**config.mk**
```make
export PLATFORM = sky130hd
export DESIGN_NAME = round_scorer_flat
export DESIGN_NICKNAME = d
export VERILOG_FILES = /design/src/rtl/round_scorer_if.sv /design/src/rtl/round_scorer.sv /design/src/flat_wrapper.sv
export SDC_FILE = /design/constraint.sdc
export NUM_CORES = 1
export LEC_CHECK = 0
export BUFFER_PORTS_ARGS = -buffer_cell sky130_fd_sc_hd__clkbuf_2
export CAP_MARGIN = 20
export CORE_MARGIN = 2
export CORE_UTILIZATION = 54
export DETAILED_ROUTE_END_ITERATION = 7
export PLACE_DENSITY = 0.94
export SLEW_MARGIN = 20
export SYNTH_ARGS = -nofsm -noshare
export SYNTH_HDL_FRONTEND = slang
export SYNTH_SLANG_ARGS = --single-unit
```
**constraint.sdc**
```tcl
create_clock -name clk -period 3.3 [get_ports clk]
set_input_delay 0.165 -clock clk [delete_from_list [all_inputs] [get_ports clk]]
set_output_delay 0.165 -clock clk [all_outputs]
set_load 0.01 [all_outputs]
```
**src/rtl/round_scorer_if.sv**
```systemverilog
// Handshake and score bus between a match controller and round_scorer.
// master drives the round results and start; slave is the scorer.
interface round_scorer_if;
  logic       start;
  logic       result_valid;
  logic [1:0] result;
  logic       result_ready;
  logic [3:0] round;
  logic [3:0] win;
  logic [3:0] lose;
  logic [3:0] draws;
  logic       playing;
  logic       done;
  logic       round_pulse;
  logic       err_pulse;
  logic [1:0] state_dbg;

  // Valid/ready: a result transfers on a rising clk edge where result_valid
  // and result_ready are both high; result must be stable while valid is high.
  modport master (
    output start, result_valid, result,
    input  result_ready, round, win, lose, draws, playing, done,
    input  round_pulse, err_pulse, state_dbg
  );

  modport slave (
    input  start, result_valid, result,
    output result_ready, round, win, lose, draws, playing, done,
    output round_pulse, err_pulse, state_dbg
  );
endinterface

```
**src/rtl/round_scorer.sv**
```systemverilog
// Round scoring stage: accumulates round/win/lose/draw counts for one match
// and freezes them once MAX_ROUNDS rounds have been scored.
module round_scorer #(
  parameter int MAX_ROUNDS    = 8,
  parameter int DRAW_ADVANCES = 1
) (
  input  logic           clk,
  input  logic           reset,
  round_scorer_if.slave  bus
);

  typedef enum logic [1:0] {
    IDLE = 2'd0,
    PLAY = 2'd1,
    DONE = 2'd2
  } state_t;

  localparam logic [3:0] LAST_ROUND = 4'(MAX_ROUNDS);

  state_t     state;
  logic [3:0] round_q;
  logic [3:0] win_q;
  logic [3:0] lose_q;
  logic [3:0] draws_q;
  logic       round_pulse_q;
  logic       err_pulse_q;
  logic       accept;
  logic [3:0] round_inc;

  assign bus.result_ready = (state == PLAY) & ~bus.start;
  assign accept           = bus.result_valid & bus.result_ready;
  assign round_inc        = round_q + 4'd1;

  always_ff @(posedge clk or posedge reset) begin
    if (reset) begin
      state         <= IDLE;
      round_q       <= 4'd0;
      win_q         <= 4'd0;
      lose_q        <= 4'd0;
      draws_q       <= 4'd0;
      round_pulse_q <= 1'b0;
      err_pulse_q   <= 1'b0;
    end else begin
      round_pulse_q <= 1'b0;
      err_pulse_q   <= 1'b0;
      // start restarts the match from any state; ready is low, so no result is lost to it
      if (bus.start) begin
        state   <= PLAY;
        round_q <= 4'd0;
        win_q   <= 4'd0;
        lose_q  <= 4'd0;
        draws_q <= 4'd0;
      end else if (accept) begin
        case (bus.result)
          2'b01: begin
            win_q         <= win_q + 4'd1;
            round_q       <= round_inc;
            round_pulse_q <= 1'b1;
            if (round_inc == LAST_ROUND) state <= DONE;
          end
          2'b10: begin
            lose_q        <= lose_q + 4'd1;
            round_q       <= round_inc;
            round_pulse_q <= 1'b1;
            if (round_inc == LAST_ROUND) state <= DONE;
          end
          2'b11: begin
            if (draws_q != 4'hF) draws_q <= draws_q + 4'd1;
            round_pulse_q <= 1'b1;
            if (DRAW_ADVANCES != 0) begin
              round_q <= round_inc;
              if (round_inc == LAST_ROUND) state <= DONE;
            end
          end
          default: err_pulse_q <= 1'b1;
        endcase
      end
    end
  end

  assign bus.round       = round_q;
  assign bus.win         = win_q;
  assign bus.lose        = lose_q;
  assign bus.draws       = draws_q;
  assign bus.playing     = (state == PLAY);
  assign bus.done        = (state == DONE);
  assign bus.round_pulse = round_pulse_q;
  assign bus.err_pulse   = err_pulse_q;
  assign bus.state_dbg   = state;

endmodule

```
**src/flat_wrapper.sv**
```systemverilog
// flat-port wrapper written by rule: the top's interface ports become plain ports
module round_scorer_flat 
#(
  parameter int MAX_ROUNDS    = 8,
  parameter int DRAW_ADVANCES = 1
)
  (clk, reset, bus_start, bus_result_valid, bus_result, bus_result_ready, bus_round, bus_win, bus_lose, bus_draws, bus_playing, bus_done, bus_round_pulse, bus_err_pulse, bus_state_dbg);
  round_scorer_if bus_i ();
  input  logic clk;
  input  logic reset;
  input wire logic [$bits(bus_i.start)-1:0] bus_start;
  input wire logic [$bits(bus_i.result_valid)-1:0] bus_result_valid;
  input wire logic [$bits(bus_i.result)-1:0] bus_result;
  output wire logic [$bits(bus_i.result_ready)-1:0] bus_result_ready;
  output wire logic [$bits(bus_i.round)-1:0] bus_round;
  output wire logic [$bits(bus_i.win)-1:0] bus_win;
  output wire logic [$bits(bus_i.lose)-1:0] bus_lose;
  output wire logic [$bits(bus_i.draws)-1:0] bus_draws;
  output wire logic [$bits(bus_i.playing)-1:0] bus_playing;
  output wire logic [$bits(bus_i.done)-1:0] bus_done;
  output wire logic [$bits(bus_i.round_pulse)-1:0] bus_round_pulse;
  output wire logic [$bits(bus_i.err_pulse)-1:0] bus_err_pulse;
  output wire logic [$bits(bus_i.state_dbg)-1:0] bus_state_dbg;
  assign bus_i.start = bus_start;
  assign bus_i.result_valid = bus_result_valid;
  assign bus_i.result = bus_result;
  assign bus_result_ready = bus_i.result_ready;
  assign bus_round = bus_i.round;
  assign bus_win = bus_i.win;
  assign bus_lose = bus_i.lose;
  assign bus_draws = bus_i.draws;
  assign bus_playing = bus_i.playing;
  assign bus_done = bus_i.done;
  assign bus_round_pulse = bus_i.round_pulse;
  assign bus_err_pulse = bus_i.err_pulse;
  assign bus_state_dbg = bus_i.state_dbg;
  round_scorer #(.MAX_ROUNDS(MAX_ROUNDS), .DRAW_ADVANCES(DRAW_ADVANCES)) u_core (.clk(clk), .reset(reset), .bus(bus_i));
endmodule
```
# Word-level counts from Yosys, hierarchy flattened
# Index checks and enable logic that the tools add are counted.
# totals
regBits	20
in_bits	6
elab_cells	57
# op_classes
n_addsub	4
n_eq_ne	7
mux	23
n_bitwise	3
n_reduce_logical	13
# op_table
cell	n
$mux W4	13
$add A4 B1 Y4 const B	4
$reduce_bool A2 Y1	7
$mux W2	4
$eq A2 B2 Y1 const B	3
$mux W1	6
$reduce_and A2 Y1	3
$reduce_and A3 Y1	2
$eq A2 B1 Y1 const B	2
$eq A4 B4 Y1 const B	1
$ne A4 B4 Y1 const B	1
$reduce_or A3 Y1	1
$and A1 B1 Y1	2
$not A1 Y1	1

# Logic depth before layout (Yosys ltp)
# depth
word_depth	6
depth_mapped	4
depth_no_buf	4

# Worst setup path after synthesis
# Ideal clock, no wire load.
# synth_timing
kind	register to register
startpoint	register u_core.state[1], in the netlist u_core.bus.state_dbg[1]
endpoint	register u_core.state[0], in the netlist u_core.bus.state_dbg[0]
setup_time_ns	0.127
arrival_time_ns	1.367
required_ns	3.173
setup_slack_ns	1.806
path_stages_with_launch	5
n_path_buf	1
cell_sequence	dfrtp_1 > and4bb_2 > buf_4 > nand3_1 > o32a_2
# synth_between
elab_chain_len	5
# synth_lines
element	line	rtl
start: declaration	round_scorer.sv:20	state_t state;
start signal: assignment	round_scorer.sv:36	state <= IDLE;
start signal: assignment	round_scorer.sv:48	state <= PLAY;
start signal: assignment	round_scorer.sv:59	if (round_inc == LAST_ROUND) state <= DONE;
$eq A2 B1 Y1	round_scorer.sv:30	assign bus.result_ready = (state == PLAY) & ~bus.start;
$and A1 B1 Y1	round_scorer.sv:30	
$and A1 B1 Y1	round_scorer.sv:31	assign accept = bus.result_valid & bus.result_ready;
$reduce_bool A2 Y1 (no line)	-	
$reduce_and A3 Y1 (no line)	-	
# No other way between the ends.
# A chain may end at the register's enable or synchronous reset.

# Worst setup path in the final report
# layout_timing
startpoint	register u_core.state[1], in the netlist u_core.bus.state_dbg[1]
endpoint	register u_core.win_q[3], in the netlist u_core.bus.win[3]
# layout_between
elab_chain_len	5
# layout_lines
element	line	rtl
$eq A2 B1 Y1	round_scorer.sv:30	
$and A1 B1 Y1	round_scorer.sv:30	
$and A1 B1 Y1	round_scorer.sv:31	
$reduce_bool A2 Y1 (no line)	-	
$reduce_and A2 Y1 (no line)	-	
end signal: assignment	round_scorer.sv:56	win_q <= win_q + 4'd1;
end: declaration	round_scorer.sv:22	logic [3:0] win_q;
# No other way between the ends.

==> results_dict.tcl <==
set metrics [dict create \
    drive_above_1_share_pct 31.5 \
    path_max_fanout 11 \
    die_area_um2 2290 \
    worst_ep_arrival_time_ns 1.86 \
    avgRoutedWirePerCell_um 13.6 \
    total_power_uw 440 \
    p_per_area_nw_per_um2 356 \
    n_fill_cell 160 \
    placed_area_um2 1190 \
    start_kind "register" \
    dieWidth_um 47.8 \
    fin_crit_sh_pct 49.8 \
    cts_root_buf "clkbuf_4" \
    yosysWarnings 0 \
    muxShareOfSynthArea_pct 8.08 \
    cts_buffer_depth 2 \
    synthAdderAreaFrac_pct 4.83 \
    clock_latency_ns 0.29 \
    drt_pass1_iterations 4 \
    fin_nets 138 \
    synthArstFlopShare_pct 100 \
    ys_ff_latch 20 \
    wl_um 2060 \
    grt_pass1_vias 736 \
    vias 862 \
    rsz0062_at_grt "no" \
    finalHoldViolCount 0 \
    drt-initial-drc-count 14 \
    synth_edf_count 0 \
    dp_hpwl_um 1510 \
    syn_nets 108 \
    power.leakage_uw 0.000617 \
    syn_to_final_growth_pct 19.1 \
    max_cap_violations 0 \
    drc_errors 0 \
    synth_compound_area_share_pct 10.0 \
    ios 29 \
    avgSynthCellArea_um2 10.6 \
    cts-buffers-inserted 3 \
    finalSetupTns_ns 0 \
    grt_use_total_pct 19.3 \
    antenna_left 0 \
    cts_tree "done" \
    ir_drop_uv 310 \
    clkSinkCount 20 \
    fin_util_pct 70.0 \
    hold_class "input port to register" \
    critPathRequiredTime_ns 3.52 \
    fin_area_um2 1230 \
    num_rows 15 \
    period_needed_ns 1.64 \
    relSlewSlack_pct 48.6 \
    antenna_cells 0 \
    start_util_pct 58.8 \
    cts.clk_slew.worst_paths_ns 0.11 \
    setup_violations 0 \
    end_kind "register" \
    die_y_um 47.8 \
    drv_slew 0 \
    synth_xor_area_share_pct 1.69 \
    antenna_found_initial 0 \
    synthDistinctLibCells 31 \
    worst_pin_slew_ns 0.769 \
    vias_per_cell 5.67 \
    outcome "finished, final reports clean" \
    hold_depth 3 \
    finClkSkew_ns 0.00188 \
    gp_congestion 0.812 \
    synth_ff_type "dfrtp_1" \
    synth_top_family_by_area "simple AND/OR/NAND/NOR gates" \
    port_buffers 28 \
    mostFrequentLayoutCells "clkbuf_2, dfrtp_1, nand3_1, nand2b_1, a21oi_1" \
    grt_overflow 0 \
    max_freq_mhz 609 \
    floorplan.core_area_um2 1760 \
    grt_max_degree 22 \
    ff2ff_path_depth 3 \
    mostFrequentLayoutCell "clkbuf_2" \
    synth-simple-area-share_pct 24.5 \
    synthCells 98 \
    grt_pass1_wl_um 3090 \
    cts_max_level 1 \
    syn_area_um2 1040 \
    worstSetupPathType "register to register" \
    ys_seq_area_share_pct 48.3 \
]
[through the flow]
step / cells / setup slack [ns] / hold WS, ns
floorplan: 98 / 1.81 / 0.129
global placement: 147 / 1.67 / 0.293
detailed placement: 147 / 1.59 / 0.329
CTS: 152 / 1.66 / 0.213
global route: 152 / 1.54 / 0.259
finish: 152 / 1.66 / 0.216
[sequential cells by signal, summed over array words and instances (netlist names)]
name,count
u_core.bus.lose,4
u_core.bus.round_pulse,1
u_core.bus.round,4
u_core.bus.win,4
u_core.bus.draws,4
u_core.bus.state_dbg,2
u_core.bus.err_pulse,1
[synth_stat cells, drive strengths merged, types with 2 or more instances]
cell	count	share of area, %
inv	2	0.72
o31ai	2	1.4
nor2	3	1.1
dfrtp	20	48
buf	2	1.2
mux2i	5	4.8
nor2b	5	3.0
ha	4	4.8
nand4	3	1.8
o21ai	5	2.4
clkbuf	2	0.72
mux2	3	3.3
and2	2	1.2
a21oi	7	3.4
nand3	10	4.8
nand2b	8	4.8
or3	2	1.3
or4	2	1.4
[path summary, 6_finish.rpt]
kind                                          from                endpoint  slack [ns]
setup / recovery           u_core.bus.state_dbg[1]       u_core.bus.win[3]        1.66
hold / removal                       bus_result[1]     u_core.bus.draws[2]        0.22
setup reg to reg           u_core.bus.state_dbg[1]       u_core.bus.win[3]        1.66
hold reg to reg                u_core.bus.round[2]     u_core.bus.round[2]        0.52
max in group asynchronous                    reset      u_core.bus.lose[0]        2.30
min in group asynchronous                    reset  u_core.bus.round_pulse        0.52
[cells by family (layout without fill, tap and decap cells)]
kind of cell,Yosys count,after routing
AO/OA/AOI/OAI,17,17
XOR/XNOR,2,2
adder cells (fa/ha/maj),4,4
buffers and inverters,6,35
flip-flops,20,20
multiplexers,8,8
AND/OR/NAND/NOR,41,41
[what timing repair did]
action,in CTS,in global routing
buffers inserted,0,0
endpoints found under the hold margin,20,0
resized for setup,0,0
hold buffers,1,0
[cell type report]
cell class | instances | area, µm² | share of cell area [%]
flip-flops and latches | 20 | 500 | 40.5
inverters | 2 | 7.51 | 0.608
clock buffers | 4 | 36.3 | 2.94
repair buffers | 29 | 150 | 12.2
well taps | 25 | 31.3 | 2.53
multi-input cells | 72 | 509 | 41.2
[metal layers]
metal	up-vias	part of all wire (%)	track usage [%]
met5	-	0	0
met4	0	0.49	8.11
met3	2	4.9	3.40
met2	33	51	31.7
met1	411	44	24.8
li1	416	-	-
[critical path: stages, from the launching register on]
cell and delay (ns):
dfrtp_1 0.42, nand4bb_1 0.39, or4_1 0.60, a21oi_1 0.16
[report_power, final]
group	switching, µW	internal [µW]
Combinational	26.9	16.6
Sequential	6.09	250
Clock	72.9	67.2
Total	106	334
Power figures use the tool's default switching activity.
